===== config.mk =====
export PLATFORM = sky130hd
export DESIGN_NAME = if_fetch_unit_flat
export DESIGN_NICKNAME = d
export VERILOG_FILES = /design/src/rtl/if_fetch_unit_if.sv /design/src/rtl/if_fetch_unit.sv /design/src/flat_wrapper.sv
export SDC_FILE = /design/constraint.sdc
export NUM_CORES = 1
export LEC_CHECK = 0
export BUFFER_PORTS_ARGS = -buffer_cell sky130_fd_sc_hd__clkbuf_2
export CAP_MARGIN = 0
export CELL_PAD_IN_SITES_DETAIL_PLACEMENT = 2
export CELL_PAD_IN_SITES_GLOBAL_PLACEMENT = 2
export CORE_ASPECT_RATIO = 0.9
export CORE_MARGIN = 2
export CORE_UTILIZATION = 34
export CTS_CLUSTER_SIZE = 30
export DETAILED_ROUTE_END_ITERATION = 6
export GPL_TIMING_DRIVEN = 0
export PLACE_DENSITY = 0.84
export SLEW_MARGIN = 10
export SYNTH_ARGS = -nofsm -noshare
export SYNTH_HDL_FRONTEND = slang
export SYNTH_SLANG_ARGS = --single-unit

===== constraint.sdc =====
create_clock -name clk -period 2.95 [get_ports clk]
set_input_delay 0.1475 -clock clk [delete_from_list [all_inputs] [get_ports clk]]
set_output_delay 0.1475 -clock clk [all_outputs]
set_load 0.01 [all_outputs]

===== src/rtl/if_fetch_unit_if.sv =====
// Instruction-memory request/response channel between the fetch stage and imem.
interface if_fetch_unit_if;
  logic        imem_req_valid;
  logic        imem_req_ready;
  logic [31:0] imem_addr;
  logic        imem_resp_valid;
  logic [31:0] imem_resp_data;

  modport master (
    output imem_req_valid,
    output imem_addr,
    input  imem_req_ready,
    input  imem_resp_valid,
    input  imem_resp_data
  );

  modport slave (
    input  imem_req_valid,
    input  imem_addr,
    output imem_req_ready,
    output imem_resp_valid,
    output imem_resp_data
  );
endinterface


===== src/rtl/if_fetch_unit.sv =====
// Fetch stage: credit-limited imem requests, in-order response FIFO with PCs,
// IF/ID pipeline register with stall and branch redirect (stale responses dropped).
module if_fetch_unit #(
  parameter int unsigned DEPTH    = 2,
  parameter logic [31:0] RESET_PC = 32'h0000_0000
) (
  input  logic            clk,
  input  logic            rst,
  if_fetch_unit_if.master imem,
  input  logic            stall,
  input  logic            ex_take_branch,
  input  logic [31:0]     ex_target_pc,
  output logic [31:0]     if_id_IR,
  output logic [31:0]     if_id_PC,
  output logic            if_id_valid_inst
);
  localparam int unsigned   AW      = $clog2(DEPTH);
  localparam int unsigned   CW      = AW + 1;
  localparam logic [CW-1:0] DEPTH_C = CW'(DEPTH);
  localparam logic [31:0]   NOP     = 32'h0000_0013;

  logic [31:0]   fetch_pc_q, fetch_pc_d;
  logic [CW-1:0] out_q, out_d, drop_q, drop_d;
  logic [31:0]   fifo_ir_q [DEPTH];
  logic [31:0]   fifo_ir_d [DEPTH];
  logic [31:0]   fifo_pc_q [DEPTH];
  logic [31:0]   fifo_pc_d [DEPTH];
  logic [CW-1:0] fifo_wp_q, fifo_wp_d, fifo_rp_q, fifo_rp_d;
  logic [31:0]   pend_q [DEPTH];
  logic [31:0]   pend_d [DEPTH];
  logic [CW-1:0] pend_wp_q, pend_wp_d, pend_rp_q, pend_rp_d;
  logic [31:0]   ir_q, ir_d, pc_q, pc_d;
  logic          valid_q, valid_d;

  logic [CW-1:0] occ_s;
  logic [CW:0]   credit_s;
  logic          empty_s, full_s, req_valid_s, fire_s, resp_s, push_s, pop_s;

  assign occ_s       = fifo_wp_q - fifo_rp_q;
  assign empty_s     = (occ_s == {CW{1'b0}});
  assign full_s      = (occ_s == DEPTH_C);
  assign credit_s    = {1'b0, out_q} + {1'b0, occ_s};
  assign req_valid_s = !rst && !ex_take_branch && (credit_s < {1'b0, DEPTH_C});
  assign fire_s      = req_valid_s && imem.imem_req_ready;
  // Responses with nothing outstanding are stray and ignored.
  assign resp_s      = imem.imem_resp_valid && (out_q != {CW{1'b0}});

  // Next-state for fetch PC, credit counters, queues and the IF/ID register.
  always_comb begin
    fetch_pc_d = fetch_pc_q;
    out_d      = out_q;
    drop_d     = drop_q;
    fifo_ir_d  = fifo_ir_q;
    fifo_pc_d  = fifo_pc_q;
    fifo_wp_d  = fifo_wp_q;
    fifo_rp_d  = fifo_rp_q;
    pend_d     = pend_q;
    pend_wp_d  = pend_wp_q;
    pend_rp_d  = pend_rp_q;
    ir_d       = ir_q;
    pc_d       = pc_q;
    valid_d    = valid_q;
    push_s     = 1'b0;
    pop_s      = 1'b0;

    if (fire_s && !resp_s) begin
      out_d = out_q + CW'(1);
    end else if (!fire_s && resp_s) begin
      out_d = out_q - CW'(1);
    end else begin
      out_d = out_q;
    end

    if (ex_take_branch) begin
      fetch_pc_d = ex_target_pc & 32'hFFFF_FFFC;
      fifo_rp_d  = fifo_wp_q;
      pend_rp_d  = pend_wp_q;
      // Everything still in flight after this cycle's response belongs to the old path.
      drop_d     = resp_s ? (out_q - CW'(1)) : out_q;
      valid_d    = 1'b0;
      ir_d       = NOP;
    end else begin
      if (fire_s) begin
        fetch_pc_d                  = fetch_pc_q + 32'd4;
        pend_d[pend_wp_q[AW-1:0]]   = fetch_pc_q;
        pend_wp_d                   = pend_wp_q + CW'(1);
      end else begin
        fetch_pc_d = fetch_pc_q;
      end

      if (resp_s) begin
        if (drop_q != {CW{1'b0}}) begin
          drop_d = drop_q - CW'(1);
        end else begin
          push_s                       = 1'b1;
          fifo_ir_d[fifo_wp_q[AW-1:0]] = imem.imem_resp_data;
          fifo_pc_d[fifo_wp_q[AW-1:0]] = pend_q[pend_rp_q[AW-1:0]];
          fifo_wp_d                    = fifo_wp_q + CW'(1);
          pend_rp_d                    = pend_rp_q + CW'(1);
        end
      end else begin
        drop_d = drop_q;
      end

      if (stall) begin
        valid_d = valid_q;
      end else if (!empty_s) begin
        pop_s     = 1'b1;
        ir_d      = fifo_ir_q[fifo_rp_q[AW-1:0]];
        pc_d      = fifo_pc_q[fifo_rp_q[AW-1:0]];
        valid_d   = 1'b1;
        fifo_rp_d = fifo_rp_q + CW'(1);
      end else begin
        valid_d = 1'b0;
        ir_d    = NOP;
      end
    end
  end

  // State registers with synchronous reset.
  always_ff @(posedge clk) begin
    if (rst) begin
      fetch_pc_q <= RESET_PC;
      out_q      <= {CW{1'b0}};
      drop_q     <= {CW{1'b0}};
      fifo_ir_q  <= '{default: 32'h0000_0000};
      fifo_pc_q  <= '{default: 32'h0000_0000};
      fifo_wp_q  <= {CW{1'b0}};
      fifo_rp_q  <= {CW{1'b0}};
      pend_q     <= '{default: 32'h0000_0000};
      pend_wp_q  <= {CW{1'b0}};
      pend_rp_q  <= {CW{1'b0}};
      ir_q       <= NOP;
      pc_q       <= 32'h0000_0000;
      valid_q    <= 1'b0;
    end else begin
      fetch_pc_q <= fetch_pc_d;
      out_q      <= out_d;
      drop_q     <= drop_d;
      fifo_ir_q  <= fifo_ir_d;
      fifo_pc_q  <= fifo_pc_d;
      fifo_wp_q  <= fifo_wp_d;
      fifo_rp_q  <= fifo_rp_d;
      pend_q     <= pend_d;
      pend_wp_q  <= pend_wp_d;
      pend_rp_q  <= pend_rp_d;
      ir_q       <= ir_d;
      pc_q       <= pc_d;
      valid_q    <= valid_d;
    end
  end

  assign imem.imem_req_valid = req_valid_s;
  assign imem.imem_addr      = fetch_pc_q;
  assign if_id_IR            = ir_q;
  assign if_id_PC            = pc_q;
  assign if_id_valid_inst    = valid_q;

  if_fetch_unit_chk #(.CW(CW), .DEPTH(DEPTH)) u_chk (
    .clk      (clk),
    .rst      (rst),
    .push_i   (push_s),
    .pop_i    (pop_s),
    .full_i   (full_s),
    .credit_i (credit_s)
  );
endmodule

// Protocol invariants of the fetch queue.
module if_fetch_unit_chk #(
  parameter int unsigned CW    = 2,
  parameter int unsigned DEPTH = 2
) (
  input logic        clk,
  input logic        rst,
  input logic        push_i,
  input logic        pop_i,
  input logic        full_i,
  input logic [CW:0] credit_i
);
  a_no_overflow: assert property (@(posedge clk) disable iff (rst) !(push_i && full_i && !pop_i));
  a_credit_bound: assert property (@(posedge clk) disable iff (rst) credit_i <= (CW+1)'(DEPTH));
endmodule

===== src/flat_wrapper.sv =====
// flat-port wrapper written by rule: the top's interface ports become plain ports
module if_fetch_unit_flat 
#(
  parameter int unsigned DEPTH    = 2,
  parameter logic [31:0] RESET_PC = 32'h0000_0000
)
  (clk, rst, stall, ex_take_branch, ex_target_pc, if_id_IR, if_id_PC, if_id_valid_inst, imem_imem_req_valid, imem_imem_addr, imem_imem_req_ready, imem_imem_resp_valid, imem_imem_resp_data);
  if_fetch_unit_if imem_i ();
  input  logic clk;
  input  logic rst;
  input  logic stall;
  input  logic ex_take_branch;
  input  logic [31:0] ex_target_pc;
  output logic [31:0] if_id_IR;
  output logic [31:0] if_id_PC;
  output logic if_id_valid_inst;
  output wire logic [$bits(imem_i.imem_req_valid)-1:0] imem_imem_req_valid;
  output wire logic [$bits(imem_i.imem_addr)-1:0] imem_imem_addr;
  input wire logic [$bits(imem_i.imem_req_ready)-1:0] imem_imem_req_ready;
  input wire logic [$bits(imem_i.imem_resp_valid)-1:0] imem_imem_resp_valid;
  input wire logic [$bits(imem_i.imem_resp_data)-1:0] imem_imem_resp_data;
  assign imem_imem_req_valid = imem_i.imem_req_valid;
  assign imem_imem_addr = imem_i.imem_addr;
  assign imem_i.imem_req_ready = imem_imem_req_ready;
  assign imem_i.imem_resp_valid = imem_imem_resp_valid;
  assign imem_i.imem_resp_data = imem_imem_resp_data;
  if_fetch_unit #(.DEPTH(DEPTH), .RESET_PC(RESET_PC)) u_core (.clk(clk), .rst(rst), .imem(imem_i), .stall(stall), .ex_take_branch(ex_take_branch), .ex_target_pc(ex_target_pc), .if_id_IR(if_id_IR), .if_id_PC(if_id_PC), .if_id_valid_inst(if_id_valid_inst));
endmodule

==> results of run 1 <==
==> synth_stat cells (2+ instances only) <==
cell	number
nand2_1	309
dfxtp_1	287
a21oi_1	152
nor2_1	114
clkbuf_1	99
mux2i_1	96
a211oi_1	92
o21ai_1	35
xnor2_1	18
inv_1	16
nor3_1	11
nand3_1	10
nand4_1	10
buf_2	9
nor4_1	9
nor2b_1	8
xor2_1	8
o21a_1	7
and3_1	6
nand2b_1	6
ha_1	5
o22ai_1	5
a22oi_1	4
buf_4	4
o21ai_0	4
a31oi_1	3
mux2_2	3
o22a_1	3
a41oi_1	2
and4_1	2
buf_1	2
mux2_1	2
nand3b_1	2
nor3_2	2
nor4_4	2
or2_1	2
or3_1	2
==> registers in the layout, summed over array words and instances (netlist names), 2 cells and up <==
name	flops
u_core.if_id_PC	30
u_core.fifo_ir_q	64
u_core.drop_q	2
u_core.imem.imem_addr	30
u_core.out_q	2
u_core.fifo_wp_q	2
u_core.pend_q	60
u_core.if_id_IR	32
u_core.fifo_pc_q	60
u_core.fifo_rp_q	2
==> routing by layer <==
layer	part of all wire, %	GRT usage [%]	vias up
met4	4.4	11.6	0
met2	50	53.1	445
met1	40	35.2	6003
li1	-	-	5189
met5	0	0	-
met3	5.0	3.37	133
==> worst min-delay path: stages <==
cell and delay, ns:
clkbuf_2 0.10, nor2b_1 0.20, xnor2_1 0.20, a211oi_1 0.11
==> report_power, final <==
group	switching, W	total (W)	internal (W)
combinational	0.00125	0.00195	0.000704
clock	0.00175	0.00419	0.00244
sequential	0.000239	0.00437	0.00413
==> how the worst max path moves through the flow <==
stage	startpoint	to	slack (ns)	depth (start not counted)
floorplan	u_core.fifo_wp_q[0]	u_core.imem.imem_addr[23]	0.33	10
global placement	u_core.fifo_wp_q[0]	u_core.pend_q[18]	-0.36	10
detailed placement	u_core.fifo_wp_q[0]	u_core.pend_q[9]	-0.51	10
CTS	u_core.fifo_wp_q[0]	u_core.pend_q[63]	0.02	10
global route	u_core.out_q[0]	u_core.fifo_ir_q[22]	-0.28	8
finish	u_core.fifo_wp_q[0]	u_core.imem.imem_addr[15]	-0.21	11
==> cell families after synthesis <==
family | count (synthesis) | share of synthesized area (%)
compound gates | 313 | 16.2
xor+xnor | 27 | 2.16
fa+ha+maj | 6 | 0.712
buf+inv | 130 | 4.44
flops | 287 | 49.6
mux | 101 | 8.77
other cells | 1 | 0.0323
simple gates | 500 | 18.1
==> stage by stage <==
| step | std cells | hold slack (ns) |
|---|---|---|
| floorplan | 1368 | 0.262 |
| global placement | 1991 | 0.355 |
| detailed placement | 1991 | 0.367 |
| CTS | 2115 | 0.112 |
| global route | 2121 | 0.231 |
| finish | 2121 | 0.229 |
==> final cells by class <==
type	instances	area, um^2	area share (%)
Sequential cell	287	5750	38.3
Multi-Input combinational cell	951	5500	36.6
Timing Repair Buffer	232	1500	9.97
Clock buffer	47	936	6.23
Tap cell	462	578	3.85
Buffer	114	552	3.68
Clock inverter	11	140	0.933
Inverter	16	63.8	0.425
Antenna cell	1	2.50	0.0167
==> what timing repair did <==
item,in CTS,in global routing
resized for setup,43,47
setup buffers,3,5
hold endpoints to repair,96,0
pin swaps,2,4
endpoints found under the setup margin,160,164
hold buffers,63,0
==> flow_summary_export.csv, run 1 <==
group,metric,value,unit
run_status,status,"finished with violations",
run_status,failed_checks,"setup timing",
timing,finalHoldViolCount,0,
timing,rsz0062_at_grt,"yes",
final_layout,final_core_util,44.4,%
yosys,synth_area_leaders,"dfxtp_1 (50%), nand2_1 (10%), mux2i_1 (8.3%)",
routing,wire_per_inst,26.2,um
setup_path,path_max_fanout,5,
yosys,synth_edf_count,0,
die,die_h,179,um
grt,grt_max_degree,16,
setup_path,reg2reg_depth,11,
routing,antenna_left,0,
place,gp_congestion,0.859,
setup_path,r2r_start,"u_core.fifo_wp_q[0]",
pwr,power_density,700,nW/um^2
final_layout,layout_common_cells,"nand2_1 (307), dfxtp_1 (286), clkbuf_2 (170)",
die,die_area,35600,um^2
routing,drt-total-wl,55.7,mm
final_layout,drive_gt1_share,17.7,%
grt,grt_pass1_vias,12900,
setup_path,end_kind,"flip-flop",
final_layout,fin_nets,1709,
yosys,ys_ff_latch,287,
die,ioPinCount,168,
pwr,p_leak,5.32,nW
setup_path,start_kind,"flip-flop",
final_layout,design_area,15000,um^2
timing,finClkSkew,0.0194,ns
pwr,p_total,0.0105,W
hold_path,hold_path.class,"in -> reg",
place,io_buffers,161,
setup_path,crit_arrival,3.66,ns
cts,cts_root_buf,"clkbuf_16",
yosys,synthArstFlopShare,0,%
setup_path,r2r_setup_slack,-0.21,ns
routing,vias,11800,
final_layout,final_common_cell,"nand2_1",
final_layout,n_fill_cell,3720,
setup_path,worst-endpoint-required,3.45,ns
cts,clk_pin_slew,0.07,ns
yosys,yosysWarningCount,0,
setup_path,crit_chain,"inv_2, ha_2, xnor3_2, fa_2, buf_4, nand3_4, nor4_4, buf_4, nand4_1, mux2_1, a21oi_2",
hold_path,whs_path_depth,4,
setup_path,cpLargestDelayFamily,"adder cells",
cts,h-tree-depth,1,
cts,max-clock-path-buffers,3,
flow_run,drv_cap,0,
timing,relSlewSlack,36.7,%
yosys,synth-main-ff-cell,"dfxtp_1",
yosys,yosys.area.top_type,"dfxtp_1",
setup_path,cpPeakStageDelay,0.63,ns
timing,timing.final.crit_share,107,%
final_layout,areaGrowthSynthToFinish,29.5,%
yosys,yosysUniqueCellTypes,51,
yosys,synth.avg_cell_area,8.49,um^2
setup_path,worstSetupPathType,"reg -> reg",
timing,tightest_slew,0.949,ns
die,fp.dieW,199,um
timing,tns,-3.16,ns
grt,antenna_found_initial,1,
routing,drtIter0Drc,723,
pwr,peakVddDrop,0.452,mV
yosys,synthCells,1365,
hold_path,worstHoldEndpoint,"u_core.drop_q[0]",
timing,final_max_slew_viol_count,0,
setup_path,cp_slowest_cell,"fa_2",
grt,grt_pass1_wl,79.2,mm
timing,setup_ws,-0.206,ns
yosys,synth-seq-area-share,49.6,%
die,num_rows,64,
routing,viasPerCell,5.55,
grt,grt_use_total,29.2,%
cts,cts.sinks,287,
place,preCtsSetupSlack,-0.510,ns
setup_path,rr_endpoint,"u_core.imem.imem_addr[15]",
timing,timing.fmax,317,MHz
place,place_area,13000,um^2
cts,cts_tree,"built",
routing,drc,0,
die,start_util,34.3,%
setup_path,cpMostUsedCell,"buf_4",
yosys,synth_top_area_share,49.6,%
cts,cts_buffers,31,
setup_path,cp_num_buf_inv,3,
hold_path,min_from,"imem_imem_resp_valid",
grt,grt_overflow,0,
yosys,synthesis.area,11600,um^2
routing,drt_first_pass_iters,5,
place,hpwlAfterDp,31.5,mm
timing,setup_violations,61,
die,coreArea,33800,um^2
cts,clk_latency,0.59,ns
timing,min_period,3.16,ns
(Power assumes the default switching activity.)
==> run 2, diff against run 1 <==
Settings changed: REMOVE_ABC_BUFFERS from default to 1.
==> run 2 against run 1 <==
Net effect:
- the run now ends clean
- critical path depth unchanged
- design area decreased by 1.1%
- worst hold slack got worse by 0.22 ns
- combinational power decreased by 10%
- core utilization decreased by 0.47 points
- cell count decreased by 4.5%
- highest routed layer unchanged
==> flow_summary_export.csv, run 2 (synthesized netlist as in run 1, its figures left out) <==
group,metric,value,unit
run_status,status,"finished, final reports clean",
final_layout,largestRegisters,"u_core.fifo_ir_q (64), u_core.fifo_pc_q (60), u_core.pend_q (60)",
timing,final_max_slew_viol_count,0,
pwr,netSwitchingPower,0.00299,W
setup_path,path_max_fanout,30,
timing,relSlewSlack,38.8,%
die,start_util,34.3,%
routing,wire_per_inst,20.9,um
cts,cts_root_buf,"clkbuf_16",
routing,drc,0,
pwr,p_seq_share,41.5,%
hold_path,whs_path_depth,3,
final_layout,largest_reg_flops,64,
cts,clk_latency,0.52,ns
timing,tns,0,ns
setup_path,end_kind,"flip-flop",
setup_path,cpPeakStageDelay,0.64,ns
final_layout,n_antenna_cell,0,
final_layout,n_fill_cell,3689,
pwr,internal-power,0.00753,W
die,die_area,35600,um^2
hold_path,hold_path.class,"in -> reg",
routing,drtIter0Drc,482,
final_layout,final_common_cell,"nand2_1",
cts,cts.sinks,287,
setup_path,reg2reg_depth,11,
grt,grt_pass1_vias,11800,
die,die_h,179,um
place,hpwlAfterDp,24.9,mm
setup_path,worst-endpoint-required,3.31,ns
pwr,pwr-share-comb,16.6,%
timing,rsz0062_at_grt,"yes",
setup_path,r2r_setup_slack,0.09,ns
die,fp.dieW,199,um
cts,h-tree-depth,2,
flow_run,drv_cap,0,
grt,grt_use_total,23.7,%
routing,viasPerCell,5.28,
setup_path,start_kind,"flip-flop",
die,num_rows,64,
place,preCtsSetupSlack,-2.00,ns
routing,drt-total-wl,42.4,mm
die,coreArea,33800,um^2
timing,timing.fmax,349,MHz
pwr,power_density,709,nW/um^2
setup_path,cpMostUsedCell,"nand2_8",
timing,worst_hold_slack,0.00768,ns
grt,grt_max_degree,130,
pwr,peakVddDrop,0.448,mV
routing,antenna_left,0,
hold_path,worstHoldEndpoint,"u_core.imem.imem_addr[24]",
final_layout,layout_common_cells,"nand2_1 (305), dfxtp_1 (284), clkbuf_2 (159)",
pwr,p_total,0.0105,W
cts,cts_buffers,34,
setup_path,cp_num_buf_inv,3,
grt,grt_pass1_wl,65.6,mm
routing,vias,10700,
setup_path,r2r_start,"u_core.fifo_wp_q[0]",
setup_path,worstSetupPathType,"reg -> reg",
die,ioPinCount,168,
place,place_area,12900,um^2
timing,timing.final.crit_share,97.1,%
timing,tightest_slew,0.918,ns
grt,antenna_found_initial,0,
setup_path,rr_endpoint,"u_core.pend_q[29]",
timing,setup_violations,0,
cts,max-clock-path-buffers,3,
routing,drt_first_pass_iters,4,
setup_path,crit_arrival,3.22,ns
hold_path,min_from,"ex_target_pc[24]",
final_layout,top_register,"u_core.fifo_ir_q",
place,io_buffers,161,
place,gp_congestion,0.762,
setup_path,cpLargestDelayFamily,"adder cells",
pwr,clkPwrFrac,41.8,%
final_layout,areaGrowthSynthToFinish,28.1,%
timing,min_period,2.86,ns
cts,clk_pin_slew,0.06,ns
final_layout,fin_nets,1617,
timing,setup_ws,0.0852,ns
cts,cts_tree,"built",
final_layout,design_area,14900,um^2
pwr,sw_frac_of_total,28.4,%
grt,grt_overflow,0,
timing,finClkSkew,0.0225,ns
setup_path,cp_slowest_cell,"fa_2",
timing,finalHoldViolCount,0,
final_layout,drive_gt1_share,17.8,%
setup_path,crit_chain,"inv_2, ha_4, xnor3_1, fa_2, and3_4, nand2_8, clkinvlp_4, buf_12, nand2_8, nand2_1, a21oi_1",
pwr,p_leak,5.21,nW
[run 2: cell types whose count changed in the layout (fill, tap and decap cells not counted), moves of 3 or more]
cell,previous run,this run
a21oi_1,148,152
buf_2,10,0
clkbuf_1,82,7
buf_6,1,6
dlygate4sd3_1,63,57
clkbuf_16,31,35
clkinv_2,5,2
buf_16,0,6
clkbuf_2,170,159
nor4_4,6,3
a21oi_2,4,0
nor4_1,4,7
[run 2: power by group through the flow]
stage                     sequential (W)  combinational (W)  clock [W]
after floorplan                  0.00445           0.000844          0
after global placement           0.00449            0.00141          0
after detailed placement         0.00446            0.00150          0
after CTS                        0.00436            0.00172    0.00448
after global routing             0.00440            0.00190    0.00467
final                            0.00437            0.00175    0.00440
[run 2: cell type report]
cell class / instances / area, um^2 / area share (%)
Sequential cell: 287 / 5750 / 38.7
Multi-Input combinational cell: 952 / 5490 / 37.0
Tap cell: 462 / 578 / 3.89
Inverter: 16 / 63.8 / 0.430
Clock buffer: 53 / 1050 / 7.09
Timing Repair Buffer: 250 / 1800 / 12.1
Clock inverter: 6 / 109 / 0.733
[run 2: what timing repair did]
| item | in CTS | in global routing |
|---|---|---|
| pin swaps | 3 | 2 |
| resized for setup | 20 | 3 |
| hold buffers | 57 | 0 |
| hold endpoints to repair | 92 | 0 |
| setup endpoints to repair | 100 | 72 |
| buffers inserted | 9 | 1 |
| cloned | 1 | 0 |
[run 2: per-layer routing]
metal  share of wire (%)  routed length [um]  vias to the layer above  track usage, %
met5                   0                   0                        -               0
met4                 3.1                1300                        0            8.89
met3                 3.7                1580                       85            3.86
met2                  51               21500                      214            43.6
met1                  43               18000                     5379            27.4
li1                    -                   -                     5019               -
[run 2: stage by stage]
stage / cells / util (%)
floorplan: 1254 / -
global placement: 1877 / 37.1
detailed placement: 1899 / 38.1
CTS: 2025 / 43.9
global route: 2026 / 43.9
finish: 2026 / 43.9
[run 2: how the worst max path moves through the flow]
stage	endpoint	cells after the start	slack (ns)	startpoint
final	u_core.pend_q[29]	11	0.09	u_core.fifo_wp_q[0]
after global routing	u_core.out_q[1]	12	-0.03	u_core.fifo_wp_q[0]
after CTS	u_core.pend_q[19]	11	-0.01	u_core.fifo_wp_q[0]
after detailed placement	u_core.pend_q[19]	9	-2.00	u_core.fifo_rp_q[0]
after global placement	u_core.fifo_pc_q[11]	3	-7.80	ex_take_branch
after floorplan	u_core.fifo_pc_q[10]	5	-3.12	u_core.out_q[0]
[run 2: worst reg2reg max path, cell delays in order, from the launching register on]
cell and delay [ns]:
dfxtp_2 0.35, inv_2 0.15, ha_4 0.17, xnor3_1 0.26, fa_2 0.64, and3_4 0.29, nand2_8 0.13, clkinvlp_4 0.20
buf_12 0.13, nand2_8 0.17, nand2_1 0.16, a21oi_1 0.08
